==> config.mk <==
export PLATFORM = sky130hd
export DESIGN_NAME = apb_master_flat
export DESIGN_NICKNAME = d
export VERILOG_FILES = /design/src/rtl/apb_pkg.sv /design/src/rtl/apb_master_if.sv /design/src/rtl/apb_timeout_ctr.sv /design/src/rtl/apb_master.sv /design/src/flat_wrapper.sv
export SDC_FILE = /design/constraint.sdc
export NUM_CORES = 1
export LEC_CHECK = 0
export CORE_ASPECT_RATIO = 1.2
export CORE_MARGIN = 2
export CORE_UTILIZATION = 44
export DETAILED_ROUTE_END_ITERATION = 7
export GPL_TIMING_DRIVEN = 0
export PLACE_DENSITY_LB_ADDON = 0.15
export SLEW_MARGIN = 5
export SYNTH_ARGS = -nofsm -noshare
export SYNTH_HDL_FRONTEND = slang
export SYNTH_SLANG_ARGS = --single-unit
==> constraint.sdc <==
create_clock -name clk -period 2.76 [get_ports clk]
set_clock_uncertainty 0.05 [all_clocks]
set_input_delay 0.552 -clock clk [delete_from_list [all_inputs] [get_ports clk]]
set_output_delay 0.552 -clock clk [all_outputs]
set_load 0.02 [all_outputs]
==> src/rtl/apb_pkg.sv <==
// Shared APB definitions used by the master and the register-file slaves.
package apb_pkg;

  localparam int unsigned APB_ADDR_W = 5;
  localparam int unsigned APB_DATA_W = 32;

  // Bit positions within pprot.
  localparam int unsigned PROT_PRIV   = 0;
  localparam int unsigned PROT_NONSEC = 1;
  localparam int unsigned PROT_INSTR  = 2;

  typedef enum logic [1:0] {
    IDLE,
    SETUP,
    ACCESS
  } apb_state_e;

endpackage

==> src/rtl/apb_master_if.sv <==
// Command/response handshake plus APB bus signals of the APB master.
interface apb_master_if
  import apb_pkg::*;
#(
  parameter int unsigned ADDR_W = APB_ADDR_W,
  parameter int unsigned DATA_W = APB_DATA_W
);

  logic              cmd_valid;
  logic              cmd_ready;
  logic              cmd_write;
  logic [ADDR_W-1:0] cmd_addr;
  logic [DATA_W-1:0] cmd_wdata;
  logic [2:0]        cmd_prot;

  logic              rsp_valid;
  logic [DATA_W-1:0] rsp_rdata;
  logic              rsp_err;

  logic              psel;
  logic              penable;
  logic              pwrite;
  logic [ADDR_W-1:0] paddr;
  logic [DATA_W-1:0] pwdata;
  logic [2:0]        pprot;
  logic              pready;
  logic              pslverr;
  logic [DATA_W-1:0] prdata;

  modport master (
    input  cmd_valid, cmd_write, cmd_addr, cmd_wdata, cmd_prot,
    output cmd_ready, rsp_valid, rsp_rdata, rsp_err,
    output psel, penable, pwrite, paddr, pwdata, pprot,
    input  pready, pslverr, prdata
  );

  modport slave (
    output cmd_valid, cmd_write, cmd_addr, cmd_wdata, cmd_prot,
    input  cmd_ready, rsp_valid, rsp_rdata, rsp_err,
    input  psel, penable, pwrite, paddr, pwdata, pprot,
    output pready, pslverr, prdata
  );

endinterface

==> src/rtl/apb_timeout_ctr.sv <==
// Counts ACCESS wait cycles; expired pulses on the cycle the count would reach limit.
module apb_timeout_ctr #(
  parameter int unsigned CNT_W = 5
) (
  input  logic             clk,
  input  logic             resetn,
  input  logic             clear,
  input  logic             enable,
  input  logic [CNT_W-1:0] limit,
  output logic             expired
);

  logic [CNT_W-1:0] count_q, count_d;

  always_comb begin
    count_d = count_q;
    if (clear) begin
      count_d = '0;
    end else if (enable) begin
      count_d = count_q + CNT_W'(1);
    end
  end

  // Flags the wait cycle that brings the count to limit, so the FSM can react in that cycle.
  assign expired = enable && !clear && ((count_q + CNT_W'(1)) == limit);

  always_ff @(posedge clk or negedge resetn) begin
    if (!resetn) begin
      count_q <= '0;
    end else begin
      count_q <= count_d;
    end
  end

endmodule

==> src/rtl/apb_master.sv <==
// APB requester: valid/ready command in, IDLE->SETUP->ACCESS transfer out, one-cycle response.
// Optional ACCESS timeout enabled with macro APB_MASTER_TIMEOUT_EN.
module apb_master
  import apb_pkg::*;
#(
  parameter int unsigned ADDR_W         = APB_ADDR_W,
  parameter int unsigned DATA_W         = APB_DATA_W,
  parameter int unsigned TIMEOUT_CYCLES = 16
) (
  input  logic         clk,
  input  logic         resetn,
  apb_master_if.master bus
);

  apb_state_e        state_q, state_d;
  logic              cmd_ready_q, cmd_ready_d;
  logic              psel_q, psel_d;
  logic              penable_q, penable_d;
  logic              pwrite_q, pwrite_d;
  logic [ADDR_W-1:0] paddr_q, paddr_d;
  logic [DATA_W-1:0] pwdata_q, pwdata_d;
  logic [2:0]        pprot_q, pprot_d;
  logic              rsp_valid_q, rsp_valid_d;
  logic [DATA_W-1:0] rsp_rdata_q, rsp_rdata_d;
  logic              rsp_err_q, rsp_err_d;
  logic              expired;

`ifdef APB_MASTER_TIMEOUT_EN
  localparam int unsigned CntW = $clog2(TIMEOUT_CYCLES + 1);

  apb_timeout_ctr #(
    .CNT_W (CntW)
  ) u_timeout_ctr (
    .clk     (clk),
    .resetn  (resetn),
    .clear   (state_q == SETUP),
    .enable  ((state_q == ACCESS) && !bus.pready),
    .limit   (CntW'(TIMEOUT_CYCLES)),
    .expired (expired)
  );
`else
  logic unused_timeout;
  assign unused_timeout = ^TIMEOUT_CYCLES;
  assign expired        = 1'b0;
`endif

  always_comb begin
    state_d     = state_q;
    cmd_ready_d = 1'b0;
    psel_d      = psel_q;
    penable_d   = penable_q;
    pwrite_d    = pwrite_q;
    paddr_d     = paddr_q;
    pwdata_d    = pwdata_q;
    pprot_d     = pprot_q;
    rsp_valid_d = 1'b0;
    rsp_rdata_d = rsp_rdata_q;
    rsp_err_d   = rsp_err_q;

    unique case (state_q)
      IDLE: begin
        // cmd_ready_q gates acceptance so the first cycle after reset cannot take a command.
        if (cmd_ready_q && bus.cmd_valid) begin
          pwrite_d = bus.cmd_write;
          paddr_d  = bus.cmd_addr;
          pwdata_d = bus.cmd_wdata;
          pprot_d  = bus.cmd_prot;
          psel_d   = 1'b1;
          state_d  = SETUP;
        end else begin
          cmd_ready_d = 1'b1;
        end
      end
      SETUP: begin
        penable_d = 1'b1;
        state_d   = ACCESS;
      end
      ACCESS: begin
        if (bus.pready) begin
          rsp_valid_d = 1'b1;
          rsp_err_d   = bus.pslverr;
          if (!pwrite_q) begin
            rsp_rdata_d = bus.prdata;
          end
          psel_d      = 1'b0;
          penable_d   = 1'b0;
          cmd_ready_d = 1'b1;
          state_d     = IDLE;
        end else if (expired) begin
          rsp_valid_d = 1'b1;
          rsp_err_d   = 1'b1;
          psel_d      = 1'b0;
          penable_d   = 1'b0;
          cmd_ready_d = 1'b1;
          state_d     = IDLE;
        end
      end
      default: begin
        state_d = IDLE;
      end
    endcase
  end

  always_ff @(posedge clk or negedge resetn) begin
    if (!resetn) begin
      state_q     <= IDLE;
      cmd_ready_q <= 1'b0;
      psel_q      <= 1'b0;
      penable_q   <= 1'b0;
      pwrite_q    <= 1'b0;
      paddr_q     <= '0;
      pwdata_q    <= '0;
      pprot_q     <= '0;
      rsp_valid_q <= 1'b0;
      rsp_rdata_q <= '0;
      rsp_err_q   <= 1'b0;
    end else begin
      state_q     <= state_d;
      cmd_ready_q <= cmd_ready_d;
      psel_q      <= psel_d;
      penable_q   <= penable_d;
      pwrite_q    <= pwrite_d;
      paddr_q     <= paddr_d;
      pwdata_q    <= pwdata_d;
      pprot_q     <= pprot_d;
      rsp_valid_q <= rsp_valid_d;
      rsp_rdata_q <= rsp_rdata_d;
      rsp_err_q   <= rsp_err_d;
    end
  end

  assign bus.cmd_ready = cmd_ready_q;
  assign bus.psel      = psel_q;
  assign bus.penable   = penable_q;
  assign bus.pwrite    = pwrite_q;
  assign bus.paddr     = paddr_q;
  assign bus.pwdata    = pwdata_q;
  assign bus.pprot     = pprot_q;
  assign bus.rsp_valid = rsp_valid_q;
  assign bus.rsp_rdata = rsp_rdata_q;
  assign bus.rsp_err   = rsp_err_q;

endmodule

==> src/flat_wrapper.sv <==
// flat-port wrapper written by rule: the top's interface ports become plain ports
module apb_master_flat import apb_pkg::*;
#(
  parameter int unsigned ADDR_W         = APB_ADDR_W,
  parameter int unsigned DATA_W         = APB_DATA_W,
  parameter int unsigned TIMEOUT_CYCLES = 16
)
  (clk, resetn, bus_cmd_valid, bus_cmd_write, bus_cmd_addr, bus_cmd_wdata, bus_cmd_prot, bus_cmd_ready, bus_rsp_valid, bus_rsp_rdata, bus_rsp_err, bus_psel, bus_penable, bus_pwrite, bus_paddr, bus_pwdata, bus_pprot, bus_pready, bus_pslverr, bus_prdata);
  apb_master_if #(.ADDR_W(ADDR_W), .DATA_W(DATA_W)) bus_i ();
  input  logic clk;
  input  logic resetn;
  input wire logic [$bits(bus_i.cmd_valid)-1:0] bus_cmd_valid;
  input wire logic [$bits(bus_i.cmd_write)-1:0] bus_cmd_write;
  input wire logic [$bits(bus_i.cmd_addr)-1:0] bus_cmd_addr;
  input wire logic [$bits(bus_i.cmd_wdata)-1:0] bus_cmd_wdata;
  input wire logic [$bits(bus_i.cmd_prot)-1:0] bus_cmd_prot;
  output wire logic [$bits(bus_i.cmd_ready)-1:0] bus_cmd_ready;
  output wire logic [$bits(bus_i.rsp_valid)-1:0] bus_rsp_valid;
  output wire logic [$bits(bus_i.rsp_rdata)-1:0] bus_rsp_rdata;
  output wire logic [$bits(bus_i.rsp_err)-1:0] bus_rsp_err;
  output wire logic [$bits(bus_i.psel)-1:0] bus_psel;
  output wire logic [$bits(bus_i.penable)-1:0] bus_penable;
  output wire logic [$bits(bus_i.pwrite)-1:0] bus_pwrite;
  output wire logic [$bits(bus_i.paddr)-1:0] bus_paddr;
  output wire logic [$bits(bus_i.pwdata)-1:0] bus_pwdata;
  output wire logic [$bits(bus_i.pprot)-1:0] bus_pprot;
  input wire logic [$bits(bus_i.pready)-1:0] bus_pready;
  input wire logic [$bits(bus_i.pslverr)-1:0] bus_pslverr;
  input wire logic [$bits(bus_i.prdata)-1:0] bus_prdata;
  assign bus_i.cmd_valid = bus_cmd_valid;
  assign bus_i.cmd_write = bus_cmd_write;
  assign bus_i.cmd_addr = bus_cmd_addr;
  assign bus_i.cmd_wdata = bus_cmd_wdata;
  assign bus_i.cmd_prot = bus_cmd_prot;
  assign bus_cmd_ready = bus_i.cmd_ready;
  assign bus_rsp_valid = bus_i.rsp_valid;
  assign bus_rsp_rdata = bus_i.rsp_rdata;
  assign bus_rsp_err = bus_i.rsp_err;
  assign bus_psel = bus_i.psel;
  assign bus_penable = bus_i.penable;
  assign bus_pwrite = bus_i.pwrite;
  assign bus_paddr = bus_i.paddr;
  assign bus_pwdata = bus_i.pwdata;
  assign bus_pprot = bus_i.pprot;
  assign bus_i.pready = bus_pready;
  assign bus_i.pslverr = bus_pslverr;
  assign bus_i.prdata = bus_prdata;
  apb_master #(.ADDR_W(ADDR_W), .DATA_W(DATA_W), .TIMEOUT_CYCLES(TIMEOUT_CYCLES)) u_core (.clk(clk), .resetn(resetn), .bus(bus_i));
endmodule
# Word-level counts from Yosys, hierarchy flattened
# Cells that the tools add are included.
dict set report word_totals {
  ramBits 0
  latch_bits 0
  n_memories 0
  reg_bits 80
  inputBits 78
  romBits 0
  wordCells 37
}
dict set report op_classes {
  n_mul 0
  n_reduce_logical 10
  eq_ne 4
  mux 11
  n_shift 0
  add_sub_neg 0
  bitwise 1
  magnitude_cmp 0
  n_div 0
}
# op n
set ops {}
lappend ops {{AND reduction 2 bit} 4}
lappend ops {{case mux 1 bit (2 select lines)} 3}
lappend ops {{case mux 2 bit (3 select lines)} 1}
lappend ops {{AND reduction 3 bit} 2}
lappend ops {{2-to-1 mux 1 bit} 5}
lappend ops {{2-to-1 mux 2 bit} 2}
lappend ops {{nonzero test 2 bit} 2}
lappend ops {{equality test 2 x 1 -> 1 bit (second input constant)} 1}
lappend ops {{equality test 2 bit (second input constant)} 1}
lappend ops {{logical NOT 2 bit} 1}
lappend ops {{inequality test 2 x 1 -> 1 bit (second input constant)} 1}
lappend ops {{inequality test 2 bit (second input constant)} 1}
lappend ops {{logical AND 1 bit} 1}
lappend ops {{NOT 1 bit} 1}

# Longest topological paths before layout
# Gate-level depths: netlist (run 1).
dict set report logic_depth {
  depth_word 3
  ltp_mapped 5
  ltp_nobuf 3
}

# Worst setup path after synthesis (run 1)
# OpenSTA, ideal clock, no wires.
dict set report synth_timing {
  path_type {in2reg}
  start {input bus_pready}
  end {register u_core.rsp_rdata_q[21], in the netlist u_core.bus.rsp_rdata[21]}
  required_ns 2.585
  setup_time_ns 0.125
  t_arrival_ns 1.375
  slack_ns 1.211
  path_stages 4
  cell_sequence {nand3b_1 nor2_4 clkbuf_8 mux2_2}
}
dict set report synth_via {
  elab_chain_cells 1
}
# item line
set synth_rtl {}
lappend synth_rtl {{from (decl)} flat_wrapper.sv:27} ;# input wire logic [$bits(bus_i.pready)-1:0] bus_pready;
lappend synth_rtl {{AND reduction 3 bit (no line)} --}
lappend synth_rtl {{to (signal assigned)} apb_master.sv:127} ;# rsp_rdata_q <= rsp_rdata_d;
lappend synth_rtl {{to (decl)} apb_master.sv:24} ;# logic [DATA_W-1:0] rsp_rdata_q, rsp_rdata_d;
# Every way passes these cells.
# A chain may end at the register's enable or synchronous reset.

# Final worst setup path (run 1)
dict set report layout_timing {
  start {register u_core.pwrite_q, in the netlist u_core.bus.pwrite}
  end {output bus_pwrite}
}
# item line
set layout_lines {}
lappend layout_lines {{from (decl)} apb_master.sv:19} ;# logic pwrite_q, pwrite_d;
lappend layout_lines {{from (signal assigned)} apb_master.sv:122} ;# pwrite_q <= pwrite_d;
lappend layout_lines {{to (decl)} flat_wrapper.sv:23} ;# output wire logic [$bits(bus_i.pwrite)-1:0] bus_pwrite;
# No word-level cell between the ends.

==> reports/metrics.csv, run 1 <==
metric;value;unit
CP max stage delay;0.64;ns
reg2reg start;u_core.state_q[0];
Setup Total Neg Slack;0;ns
Cells after Synth;178;
Port Buffers;155;
GR Util All Layers;19.1;%
CTS sink count;80;
CP Data Arrival Time;1.38;ns
root buffer cell;clkbuf_8;
Layout Utilization;71.7;%
fill count;495;
Initial Util;44.8;%
first-pass GRT wire length;11500;um
# nets final;423;
R2R Path End;u_core.bus.rsp_rdata[21];
hold crit path type;in2async;
Seq cells post-synth;80;
Placed Cells;424;
Boundary Pins;156;
CP Capture Type;output pin;
TritonRoute pass-1 iters;4;
Synth cell types;16;
power per cell area;1240;mW/mm2
TritonCTS clock tree;done;
crit path buf inv count;1;
# diodes;0;
multi-input logic area;0.00106;mm2
slowest CP cell;clkdlybuf4s50_1;
DR WL/cell;16.2;um
Total Power;0.00635;W
post-DP HPWL;5270;um
P_leak;2.20;nW
worst-margin pin slew;0.313;ns
Area growth syn-to-layout;60.1;%
Setup CP Type;reg2out;
Die H;97.4;um
Slew HR;79.2;%
crit-path leading delay family;buffers and inverters;
clk slew on worst S/H paths;0.09;ns
via count;2064;
final worst path period need;1.98;ns
Die X;81.9;um
total gr overflow;0;
status;complete, no violations;
Worst Path Required;2.16;ns
overall routed net length;7120;um
Tcrit/Tclk final;71.9;%
num rows;34;
synthesized area per cell;18.0;um2
Post-route DRC;0;
CP Launch Type;flip-flop;
Core ar.;0.00715;mm2
final cell count without fillers;440;
clock latency on the worst-skew pair;0.35;ns
Pins Over Slew Limit;0;
DR vias/cell;4.69;
net count after synthesis;256;
largest net degree at the start of global routing;65;
hold_buf cts;0;
antenna violations before repair;0;
# setup viols final;0;
clk buf depth;2;
critical path, cell by cell;clkdlybuf4s50_1;
DIE AREA;0.00798;mm2
final RePlAce weighted congestion;0.714;
YS warnings;0;
number of H-tree levels;3;
Register-to-Register Path Depth;4;
layout cells sized above 1;28.0;%
Antenna Nets Post-Route;0;
worst hold slack;0.0156;ns
internal reg-to-reg setup slack;1.09;ns
CTS-repair resized insts;0;
vias in the first global route;2233;
TritonCTS Buffers;9;
Highest Clock Rate;0.504;GHz
Max VDD drop;0.698;mV
max cap viols;0;
sequential area share after synthesis;62.5;%
RSZ-0062 raised after global routing;false;
postcts setup bufs;0;
post-synthesis cell area;0.00320;mm2
FF+latch area;0.00200;mm2
drt first-iter violations;18;
Final Hold Viols;0;
Crit Path Max Fanout;3;
==> how the worst max path moves through the flow <==
stage                 startpoint                        to  slack (ns)  cells after the start
2_1_floorplan         bus_pready  u_core.bus.rsp_rdata[21]        1.21                      4
3_3_place_gp              resetn  u_core.bus.rsp_rdata[12]       -1.75                      1
3_5_place_dp          bus_pready  u_core.bus.rsp_rdata[21]        0.51                      5
4_1_cts        u_core.bus.pwrite                bus_pwrite        0.75                      1
5_1_grt        u_core.bus.pwrite                bus_pwrite        0.71                      1
6_report       u_core.bus.pwrite                bus_pwrite        0.78                      1
==> stage by stage <==
stage,area (um2),worst slack (ns)
finish,5130,0.776
global route,5130,0.712
CTS,5130,0.752
detailed placement,4890,0.515
global placement,4870,-1.75
floorplan,3200,1.21
==> logic make-up (layout without fill, tap and decap cells) <==
| group | after synthesis | count (layout) | synth area share, % |
|---|---|---|---|
| multiplexers | 75 | 75 | 30.8 |
| AO/OA/AOI/OAI | 5 | 5 | 0.781 |
| flip-flops | 80 | 80 | 62.5 |
| buffers and inverters | 10 | 182 | 4.22 |
| AND/OR/NAND/NOR | 8 | 8 | 1.64 |
==> synth_stat cells, drive strengths merged <==
cell	n	area (um2)
nand2	1	3.75
a21oi	4	20.0
nor2	4	22.5
inv	2	7.51
nand3b	1	7.51
clkbuf	1	13.8
nand2b	1	6.26
and4bb	1	12.5
dfrtp	80	2000
buf	7	114
o21ai	1	5.00
mux2	75	987
==> flip-flops by register name, summed over array words and instances (netlist names) <==
| name | flops |
|---|---|
| u_core.bus.pprot | 3 |
| u_core.bus.psel | 1 |
| u_core.bus.penable | 1 |
| u_core.bus.rsp_rdata | 32 |
| u_core.bus.rsp_err | 1 |
| u_core.bus.paddr | 5 |
| u_core.bus.rsp_valid | 1 |
| u_core.bus.pwdata | 32 |
| u_core.bus.cmd_ready | 1 |
| u_core.state_q | 2 |
| u_core.bus.pwrite | 1 |
==> layout make-up <==
| type | count | share of cell area, % |
|---|---|---|
| Multi-Input combinational cell | 88 | 20.8 |
| Timing Repair Buffer | 156 | 30.7 |
| Buffer | 8 | 2.49 |
| Inverter | 2 | 0.146 |
| Clock buffer | 11 | 2.56 |
| Sequential cell | 80 | 39.0 |
| Clock inverter | 5 | 2.05 |
| Tap cell | 90 | 2.20 |
==> power breakdown <==
part | internal (W) | switching, W | total (W)
Clock | 0.000602 | 0.000412 | 0.00101
Combinational | 0.00188 | 0.00137 | 0.00325
Sequential | 0.00176 | 0.000324 | 0.00209
Total | 0.00425 | 0.00210 | 0.00635
==> routing by layer <==
layer / track usage [%] / up-vias / share of wire [%]
met5: 0 / - / 0
li1: - / 954 / -
met2: 29.5 / 102 / 49
met1: 24.1 / 990 / 40
met4: 9.74 / 0 / 2.8
met3: 5.39 / 18 / 8.6
==> placed cells by master (no fill, tap or decap), drive strengths merged <==
master / count
a21oi: 4
and4bb: 1
buf: 9
bufinv: 3
clkbuf: 12
clkdlybuf4s50: 154
clkinvlp: 2
dfrtp: 80
inv: 2
mux2: 75
nand2: 1
nand2b: 1
nand3b: 1
nor2: 4
o21ai: 1
Note: power is estimated with default switching activity, not from simulation.
==> run 2: changes to the inputs <==
--- a/config.mk
+++ b/config.mk
@@ -7,7 +7,7 @@
 export LEC_CHECK = 0
 export CORE_ASPECT_RATIO = 1.2
 export CORE_MARGIN = 2
-export CORE_UTILIZATION = 44
+export CORE_UTILIZATION = 36
 export DETAILED_ROUTE_END_ITERATION = 7
 export GPL_TIMING_DRIVEN = 0
 export PLACE_DENSITY_LB_ADDON = 0.15
==> constraint.sdc (replaced) <==
create_clock -name clk -period 1.8 [get_ports clk]
set_clock_uncertainty 0.05 [all_clocks]
set_input_delay 0.36 -clock clk [delete_from_list [all_inputs] [get_ports clk]]
set_output_delay 0.36 -clock clk [all_outputs]
set_load 0.02 [all_outputs]
==> run 2 against run 1 <==
Flip-flop and latch count stayed put; largest cell class unchanged; combinational power is 53% higher; largest power group unchanged; worst setup slack worse by 0.70 ns; final area is 0.66% higher; non-clock buffer count is 1 higher; critical endpoint is now bus_pwdata[12]; via count is 0.68% lower.
==> reports/metrics.csv, run 2 (synthesis results as in run 1) <==
metric;value;unit;change
Antenna Nets Post-Route;0;;unchanged
Boundary Pins;156;;unchanged
CP Depth;1;;unchanged
CTS sink count;80;;unchanged
via count;2050;;-0.68%
overall routed net length;7050;um;-1.0%
Area growth syn-to-layout;61.2;%;
CP Capture Type;output pin;;
power per cell area;1870;mW/mm2;+51%
P_leak;2.22;nW;+0.90%
worst hold slack;0.444;ns;+0.428 ns
Crit Path Max Fanout;2;;-1
Setup CP Type;reg2out;;
vias in the first global route;2221;;-0.54%
clk buf depth;2;;unchanged
num rows;37;;+8.8%
Max VDD drop;0.851;mV;+22%
CP Data Arrival Time;1.32;ns;-0.06 ns
critical path, cell by cell;clkdlybuf4s50_1;;
final worst path period need;1.73;ns;
Worst Path Required;1.39;ns;-0.77 ns
slowest CP cell;clkdlybuf4s50_1;;
Register-to-Register Path Depth;4;;unchanged
DIE AREA;0.00967;mm2;+21%
CP Launch Type;flip-flop;;
TritonRoute pass-1 iters;4;;unchanged
commonest non-fill, non-tap cell in the layout;clkdlybuf4s50_1;;
first-pass GRT wire length;11500;um;+0.66%
hold crit path type;reg2reg;;
worst-margin pin slew;0.469;ns;+0.157 ns
max cap viols;0;;unchanged
Initial Util;37.2;%;-7.6 points
crit path buf inv count;1;;unchanged
Core ar.;0.00861;mm2;+20%
Pins Over Slew Limit;0;;unchanged
clk slew on worst S/H paths;0.08;ns;about the same
drt first-iter violations;49;;+31
Die X;90.1;um;+10%
final RePlAce weighted congestion;0.704;;-1.3%
GR Util All Layers;15.3;%;-3.7 points
# setup viols final;0;;unchanged
# nets final;424;;+0.24%
Setup Total Neg Slack;0;ns;unchanged
fill count;708;;+43%
number of H-tree levels;3;;unchanged
largest net degree at the start of global routing;47;;-28%
layout cells sized above 1;27.8;%;-0.21 points
TritonCTS Buffers;9;;unchanged
post-DP HPWL;5320;um;+1.0%
Tcrit/Tclk final;96.0;%;
CP max stage delay;0.62;ns;-0.02 ns
RSZ-0062 raised after global routing;false;;
# diodes;0;;unchanged
Port Buffers;155;;unchanged
Slew HR;68.7;%;-10 points
DR vias/cell;4.40;;-6.2%
crit-path leading delay family;buffers and inverters;;
Highest Clock Rate;0.578;GHz;
highest-count cells in the layout ignoring fill and taps;clkdlybuf4s50_1, dfrtp_1, mux2_4;;
Die H;107;um;+10%
DR WL/cell;15.1;um;-6.6%
clock latency on the worst-skew pair;0.33;ns;-0.02 ns
status;complete, no violations;;
Hold Path Depth;1;;
root buffer cell;clkbuf_8;;
Final Hold Viols;0;;unchanged
antenna violations before repair;0;;unchanged
TritonCTS clock tree;done;;
Post-route DRC;0;;unchanged
total gr overflow;0;;unchanged
## run 2: repair_timing
| item | CTS | global route |
|---|---|---|
| gates cloned | 0 | 0 |
| buffers inserted | 0 | 0 |
| hold buffers | 1 | 0 |
| hold endpoints to repair | 34 | 0 |
| endpoints found under the setup margin | 1 | 2 |
| gates resized for setup | 1 | 2 |
## run 2: final timing paths
check                                        startpoint                       end  slack, ns
worst max-delay path              u_core.bus.pwdata[12]            bus_pwdata[12]       0.07
worst min register to register  u_core.bus.rsp_rdata[5]   u_core.bus.rsp_rdata[5]       0.44
min in group asynchronous                        resetn     u_core.bus.pwdata[18]       0.47
worst min-delay path            u_core.bus.rsp_rdata[5]   u_core.bus.rsp_rdata[5]       0.44
worst max register to register        u_core.state_q[0]  u_core.bus.rsp_rdata[28]       0.13
max in group asynchronous                        resetn      u_core.bus.cmd_ready       0.64
## run 2: cell type report
cell class / instances / area [um2] / area share (%)
Multi-Input combinational cell: 88 / 1060 / 20.6
Clock buffer: 10 / 128 / 2.47
Tap cell: 117 / 146 / 2.84
Timing Repair Buffer: 157 / 1590 / 30.8
Sequential cell: 80 / 2000 / 38.8
Inverter: 2 / 7.51 / 0.145
Buffer: 8 / 128 / 2.47
Clock inverter: 4 / 95.1 / 1.84
## run 2: metal layers
layer	wire length (um)	GRT usage [%]	share of wire [%]
met3	631	6.58	9.0
met1	2950	18.6	42
met5	0	0	0
met4	88	5.38	1.2
met2	3380	24.6	48
## run 2: where the power goes
group          switching, W  internal, W  leakage [nW]
clock network      0.000597     0.000905         0.112
registers          0.000496      0.00271         0.953
logic               0.00209      0.00287          1.16
## run 2: stage by stage
| stage | utilization (%) | power [W] | cell area, um2 | std cells | worst slack, ns |
|---|---|---|---|---|---|
| floorplan | - | 0.00594 | 3200 | 178 | 0.302 |
| global placement | 56.9 | 0.00817 | 4900 | 450 | -2.57 |
| detailed placement | 57.2 | 0.00826 | 4920 | 451 | -0.290 |
| CTS | 59.9 | 0.00980 | 5160 | 466 | 0.0333 |
| global route | 59.9 | 0.0102 | 5160 | 466 | 0.00231 |
| finish | 59.9 | 0.00967 | 5160 | 466 | 0.0712 |
